--- src/rtl/dw03_updn_mod_ctr.sv ---
// Up/down modulo counter with programmable bound M, variable step and a
// choice of wrap-around or saturation at the bounds.
module dw03_updn_mod_ctr #(
    parameter int width      = 12,
    parameter int step_width = 4
) (
    input  logic                  clk,
    input  logic                  reset,
    input  logic                  clr,
    input  logic                  load,
    input  logic [width-1:0]      data,
    input  logic                  cen,
    input  logic                  up_dn,
    input  logic [step_width-1:0] step,
    input  logic [width-1:0]      modulus,
    input  logic                  sat_mode,
    output logic [width-1:0]      count,
    output logic                  tercnt,
    output logic                  wrap,
    output logic                  sat_hit
);

    // A step larger than the full range would wrap more than once; limit it to M+1.
    function automatic logic [width:0] clamp_step(input logic [step_width-1:0] st,
                                                  input logic [width:0]        m1);
        logic [width:0] s;
        s = {{(width + 1 - step_width){1'b0}}, st};
        return (s > m1) ? m1 : s;
    endfunction

    logic [width:0]   m_ext;
    logic [width:0]   m1;
    logic [width:0]   cnt_ext;
    logic [width:0]   s_eff;
    logic [width:0]   sum;
    logic [width-1:0] next_count;
    logic             next_wrap;
    logic             next_sat;

    always_comb begin
        m_ext      = {1'b0, modulus};
        m1         = m_ext + 1'b1;
        cnt_ext    = {1'b0, count};
        s_eff      = clamp_step(step, m1);
        sum        = cnt_ext + s_eff;
        next_count = count;
        next_wrap  = 1'b0;
        next_sat   = 1'b0;
        if (cen && (s_eff != '0)) begin
            if (up_dn) begin
                if (cnt_ext > m_ext) begin
                    // Out-of-range count re-enters at the bound it just passed.
                    if (sat_mode) begin
                        next_count = modulus;
                        next_sat   = 1'b1;
                    end else begin
                        next_count = '0;
                        next_wrap  = 1'b1;
                    end
                end else if (sum <= m_ext) begin
                    next_count = width'(sum);
                end else if (sat_mode) begin
                    next_count = modulus;
                    next_sat   = (count != modulus);
                end else begin
                    next_count = width'(sum - m1);
                    next_wrap  = 1'b1;
                end
            end else begin
                if (cnt_ext > m_ext) begin
                    next_count = modulus;
                end else if (s_eff <= cnt_ext) begin
                    next_count = width'(cnt_ext - s_eff);
                end else if (sat_mode) begin
                    next_count = '0;
                    next_sat   = (count != '0);
                end else begin
                    next_count = width'(cnt_ext + m1 - s_eff);
                    next_wrap  = 1'b1;
                end
            end
        end
    end

    always_ff @(posedge clk or negedge reset) begin
        if (!reset) begin
            count   <= '0;
            wrap    <= 1'b0;
            sat_hit <= 1'b0;
        end else if (clr) begin
            count   <= '0;
            wrap    <= 1'b0;
            sat_hit <= 1'b0;
        end else if (!load) begin
            count   <= data;
            wrap    <= 1'b0;
            sat_hit <= 1'b0;
        end else begin
            count   <= next_count;
            wrap    <= next_wrap;
            sat_hit <= next_sat;
        end
    end

    assign tercnt = up_dn ? (count == modulus) : (count == '0);

endmodule

--- config.mk ---
export PLATFORM = sky130hd
export DESIGN_NAME = dw03_updn_mod_ctr
export DESIGN_NICKNAME = d
export VERILOG_FILES = /design/src/rtl/dw03_updn_mod_ctr.sv
export SDC_FILE = /design/constraint.sdc
export NUM_CORES = 1
export LEC_CHECK = 0
export BUFFER_PORTS_ARGS = -buffer_cell sky130_fd_sc_hd__buf_2
export CAP_MARGIN = 20
export CELL_PAD_IN_SITES_DETAIL_PLACEMENT = 1
export CELL_PAD_IN_SITES_GLOBAL_PLACEMENT = 1
export CORE_MARGIN = 1.5
export CORE_UTILIZATION = 40
export CTS_BUF_LIST = sky130_fd_sc_hd__clkbuf_4
export DETAILED_ROUTE_END_ITERATION = 6
export PLACE_DENSITY_LB_ADDON = 0.3
export SLEW_MARGIN = 40
export SYNTH_ARGS = -nofsm -noshare
export SYNTH_HDL_FRONTEND = slang
export SYNTH_SLANG_ARGS = --single-unit
--- constraint.sdc ---
create_clock -name clk -period 11.2 [get_ports clk]
set_input_delay 2.24 -clock clk [delete_from_list [all_inputs] [get_ports clk]]
set_output_delay 2.24 -clock clk [all_outputs]
set_load 0.03 [all_outputs]
# ---- Word-level counts from Yosys, hierarchy flattened
# Cells that the tools add are included.
dict set report totals {
  ff_bits 14
  inputBits 35
  out_inout_bits 15
  wordCells 53
}
dict set report op_classes {
  n_addsub 6
  order_cmp 4
  n_eq_ne 3
  mux 33
  n_reduce_logical 4
}
# op count
set op_table {}
lappend op_table {{12-bit two-way mux} 11}
lappend op_table {{12-bit subtractor} 3}
lappend op_table {{13-bit by 12-bit less-or-equal comparator with 1-bit output} 2}
lappend op_table {{1-bit two-way mux} 21}
lappend op_table {{12-bit by 1-bit adder with 13-bit output, second input constant} 1}
lappend op_table {{12-bit by 13-bit adder with 13-bit output} 1}
lappend op_table {{4-bit by 13-bit greater-than comparator with 1-bit output} 1}
lappend op_table {{13-bit two-way mux} 1}
lappend op_table {{13-bit nonzero test} 1}
lappend op_table {{12-bit adder} 1}
lappend op_table {{12-bit equality test} 1}
lappend op_table {{12-bit greater-than comparator} 1}
lappend op_table {{12-bit zero test} 1}
lappend op_table {{12-bit inequality test} 1}
lappend op_table {{12-bit nonzero test} 1}
lappend op_table {{3-bit by 2-bit inequality test with 1-bit output, second input constant} 1}
lappend op_table {{1-bit logical AND} 1}

# ---- Logic depth before layout (Yosys ltp)
dict set report depth {
  ltp_word 12
  ltp_mapped 33
  mapped_depth_nobuf 30
}

# ---- Least setup slack after synthesis
# OpenSTA, ideal clock, no wires.
dict set report synth_timing {
  path_type {input-to-reg}
  startpoint {input port modulus[0]}
  endpoint {register count[8]}
  setup_ns 0.126
  arrival_time_ns 8.231
  required_ns 11.074
  setup_slack_ns 2.843
  stages 29
  n_path_buf 3
  path_cell_list {ha_1 inv_1 ha_1 nor2b_1 o21ai_0 a211o_1 a2111oi_4 and2_1 buf_6 mux2_2 ha_1 nand2b_1 a211o_1 a211oi_1 o211a_1 nor3_1 or2_2 ha_1 nand3b_1 nor4_1 a21oi_1 o22ai_1 nand2_1 clkbuf_1 clkbuf_1 o21ai_0 nand3_1 a211oi_1 o21ai_1}
}
dict set report synth_between {
  elab_chain_len 12
  elab_cells_between_ends 24
  classes_between {6 x add/sub; 4 x order compare; 1 x eq/ne; 11 x mux; 2 x reduce/logical}
}
# item line_no
set synth_lines {}
lappend synth_lines {{start: declaration} 15} ;# input logic [width-1:0] modulus,
lappend synth_lines {{12-bit by 1-bit adder with 13-bit output} 42} ;# m1 = m_ext + 1'b1;
lappend synth_lines {{4-bit by 13-bit greater-than comparator with 1-bit output} 28} ;# return (s > m1) ? m1 : s;
lappend synth_lines {{13-bit two-way mux} 28}
lappend synth_lines {{12-bit by 13-bit adder with 13-bit output} 45} ;# sum = cnt_ext + s_eff;
lappend synth_lines {{12-bit subtractor} 66} ;# next_count = width'(sum - m1);
lappend synth_lines {{12-bit two-way mux} 62} ;# end else if (sat_mode) begin
lappend synth_lines {{12-bit two-way mux} 60} ;# end else if (sum <= m_ext) begin
lappend synth_lines {{12-bit two-way mux} 51} ;# if (cnt_ext > m_ext) begin
lappend synth_lines {{12-bit two-way mux} 50} ;# if (up_dn) begin
lappend synth_lines {{12-bit two-way mux} 49} ;# if (cen && (s_eff != '0)) begin
lappend synth_lines {{12-bit two-way mux} 94} ;# end else if (!load) begin
lappend synth_lines {{12-bit two-way mux} 90} ;# end else if (clr) begin
lappend synth_lines {{end signal: assignment} 95} ;# count <= data;
lappend synth_lines {{end signal: assignment} 99} ;# count <= next_count;
lappend synth_lines {{end: declaration} 17} ;# output logic [width-1:0] count,
# Several ways; a longest one is shown, not always the timed one. The select of a mux whose other input is x is not followed.
# A chain may end at the register's enable or synchronous reset.

# ---- Final worst setup path
dict set report layout_timing {
  startpoint {input port modulus[0]}
  endpoint {register count[2]}
}
# Same word-level chain as after synthesis.

==> metrics.md <==
| Metric | Value |
|---|---|
| Status | `complete, no violations` |
| Drt total wl | `between 20000 and 25000 um` |
| Distinct cells, synth | `73` |
| Post-synth top area cell | `ha_1` |
| Clock root cell | `clkbuf_4` |
| Routability cong. | `0.9533` |
| Die H | `~120 um` |
| Clk slew on worst S/H paths | `0.11 ns` |
| Largest net degree at the start of global routing | `37` |
| Row Count | `between 40 and 50` |
| Crit path kind | `in2reg` |
| Total power | `approximately 690 uW` |
| Arr. time, crit path | `approximately 9.6 ns` |
| Worst skew pair latency | `0.32 ns` |
| Core Region | `12670 um^2` |
| Top cells by area, synth | `ha_1 22%, dfrtp_1 6.7%, fa_1 5.4%` |
| Initial Utilization | `between 40 and 50%` |
| Drt first pass iters | `5` |
| Die width | `117.1 um` |
| Max Cap Viol | `0` |
| Boundary Pins | `50` |
| DP HPWL | `between 15000 and 20000 um` |
| Clk buf depth | `2` |
| RR Startpoint | `count[1]$_DFFE_PN0P_` |
| Main synth FF type | `dfrtp_1` |
| Syn Inst Count | `688` |
| Leakage | `0.002701 uW` |
| Final hold vios | `0` |
| Htree depth | `1` |
| Tmin final | `9.464 ns` |
| Dpl cell area | `5684 um^2` |
| Yosys synthesis warning count | `0` |
| Die area | `~14000 um^2` |
| Gr usage total | `a little under a third` |
| WHS | `around 0.81 ns` |
| Top cells by count, synth | `93 x ha_1, 65 x inv_1, 52 x nor2_1` |
| Area grow syn2layout | `9.707%` |
| Top-count cell post-synth | `ha_1` |
| Layout cells sized above 1 | `under 10%` |
| Remaining antenna violation count | `0` |
| Crit path from | `modulus[0]` |
| Sum Neg Setup Slack | `0 ns` |
| # DRC | `0` |
| Tightest Pin Transition | `around 0.9 ns` |
| WHS Endpoint | `count[10]$_DFFE_PN0P_` |
| Worst-path fanout max | `21` |
| Final Skew | `0.01980 ns` |
| Hold Path Stages | `2` |
| Endpoints failing setup | `0` |
| First-pass GRT wire length | `31130 um` |
| Crit path required time | `between 10 and 15 ns` |
| Startpoint Class | `primary input` |
| Number of vias per cell | `6.035` |
| Core Util, Final | `45.09%` |
| R2R Setup Slk | `slightly below 6 ns` |
| Syn Area/Cell | `about 7.6 um^2` |
| CTS tree | `built` |
| Vias in the first global route | `5690` |
| Cts hold-fix bufs | `0` |
| R2R cell count | `18` |
| Initial antenna violation count | `1` |
| HP Class | `reg2reg` |
| Yosys reg bits | `14` |
| Reg2reg end | `count[2]$_DFFE_PN0P_` |
| Routed vias | `about 5600` |
| Buffers on Ports | `between 40 and 50` |
| Starting DRT DRC Count | `around 370` |
| Max Slew Vio Count | `0` |
| Sequential area share after synthesis | `under 10%` |
| CP endpoint kind | `flip-flop` |
| Worst vdd ir | `around 0.047 mV` |
| Setup Fix Bufs, Post-CTS | `0` |
| Top-area cell type share of the netlist area | `between 20% and 30%` |
| Slew headroom | `between 40% and 50%` |
| Worst Min Path Start | `count[10]$_DFFE_PN0P_` |
| Wire per inst | `between 20 and 25 um` |
| PD cells | `around 120 nW/um^2` |
| Post-synthesis async set-or-reset flop share | `100.0%` |
| CTS sink count | `14` |
| Post-Layout Inst Area | `about 5700 um^2` |
| Post-CTS Resized | `0` |
| Nets | `roughly 900` |
| Cts bufs inserted | `3` |
| Syn Std Cell Area | `5207 um^2` |
| GRT overflow | `0` |
| Unrepaired setup endpoints after global routing | `no` |
| Post-synth EDFFs | `0` |
| Tcrit/Tclk final | `roughly 84%` |
| Peak Freq | `0.1057 GHz` |
registers in the layout, indices dropped and copies added, names as in the netlist:
| register | cells |
|---|---|
| sat_hit | 1 |
| count | 12 |
| wrap | 1 |
placed cells by master, fill, tap and decap left out, types with 18 or more instances in the layout:
cell type  instances
o21ai_0           30
buf_2             49
conb_1            37
ha_1              93
inv_1             65
a21oi_1           46
nand3_1           21
nor3_1            18
nor2_1            52
xnor2_1           24
nand2_1           40
layout make-up:
type	count	area (um^2)
Antenna cell	1	2.502
Clock buffer	3	22.52
Clock inverter	1	3.754
Fill cell	1639	6958
Inverter	67	251.5
Multi-Input combinational cell	617	4622
Sequential cell	14	350.3
Tap cell	172	215.2
Timing Repair Buffer	49	245.2
routing by layer:
layer | vias up | track usage (%) | part of all wire, %
met2 | 175 | 52.83 | 48
li1 | 2618 | - | -
met3 | 37 | 3.244 | 5.5
met5 | - | 0 | 0
met1 | 2746 | 38.49 | 43
met4 | 0 | 11.08 | 3.5
critical path: stages:
cell and delay [ns]:
buf_2 0.20, ha_1 0.45, inv_1 0.12, ha_1 0.30, nor2b_1 0.26, o21ai_0 0.12
a211o_1 0.34, a2111oi_4 0.39, and2_1 0.43, mux2_2 0.45, ha_1 0.34, nand2b_1 0.18
a211o_1 0.29, a211oi_1 0.45, o211a_1 0.26, nor3_1 0.07, or2_2 0.29, ha_1 0.33
nand3b_1 0.09, nor4_1 0.30, a21oi_1 0.08, o22ai_1 0.29, nand2_1 0.50, mux2_2 0.45
a32oi_1 0.17, o22a_1 0.16, a31oi_1 0.08
kinds of logic after synthesis:
family	synth area share, %
buffers and inverters	7.039
muxes	2.210
AOI/OAI and AO/OA	28.71
DFF	6.728
adders and majority gates	27.92
other	0.1442
and+or+nand+nor	19.51
xor gates and xnor gates	7.737
power breakdown:
group | internal, uW | leakage (uW) | switching, uW
Clock | 13.0 | 0.0000154 | 21.4
Combinational | 226 | 0.00250 | 363
Sequential | 55.6 | 0.000184 | 16.3
Total | 294 | 0.00270 | 401
through the flow:
| stage | std cells | worst slack [ns] |
|---|---|---|
| after floorplan | 723 | 2.843 |
| after global placement | 919 | 1.827 |
| after detailed placement | 919 | 1.445 |
| after CTS | 923 | 1.762 |
| after global routing | 924 | 1.118 |
| final | 924 | 1.736 |
worst max path at each step:
stage	endpoint	slack, ns	cells past startpoint
finish	count[2]$_DFFE_PN0P_	1.74	27
CTS	count[2]$_DFFE_PN0P_	1.76	27
global placement	count[4]$_DFFE_PN0P_	1.83	26
global route	count[2]$_DFFE_PN0P_	1.12	27
detailed placement	count[2]$_DFFE_PN0P_	1.45	27
floorplan	count[8]$_DFFE_PN0P_	2.84	29
Power figures use the tool's default switching activity.
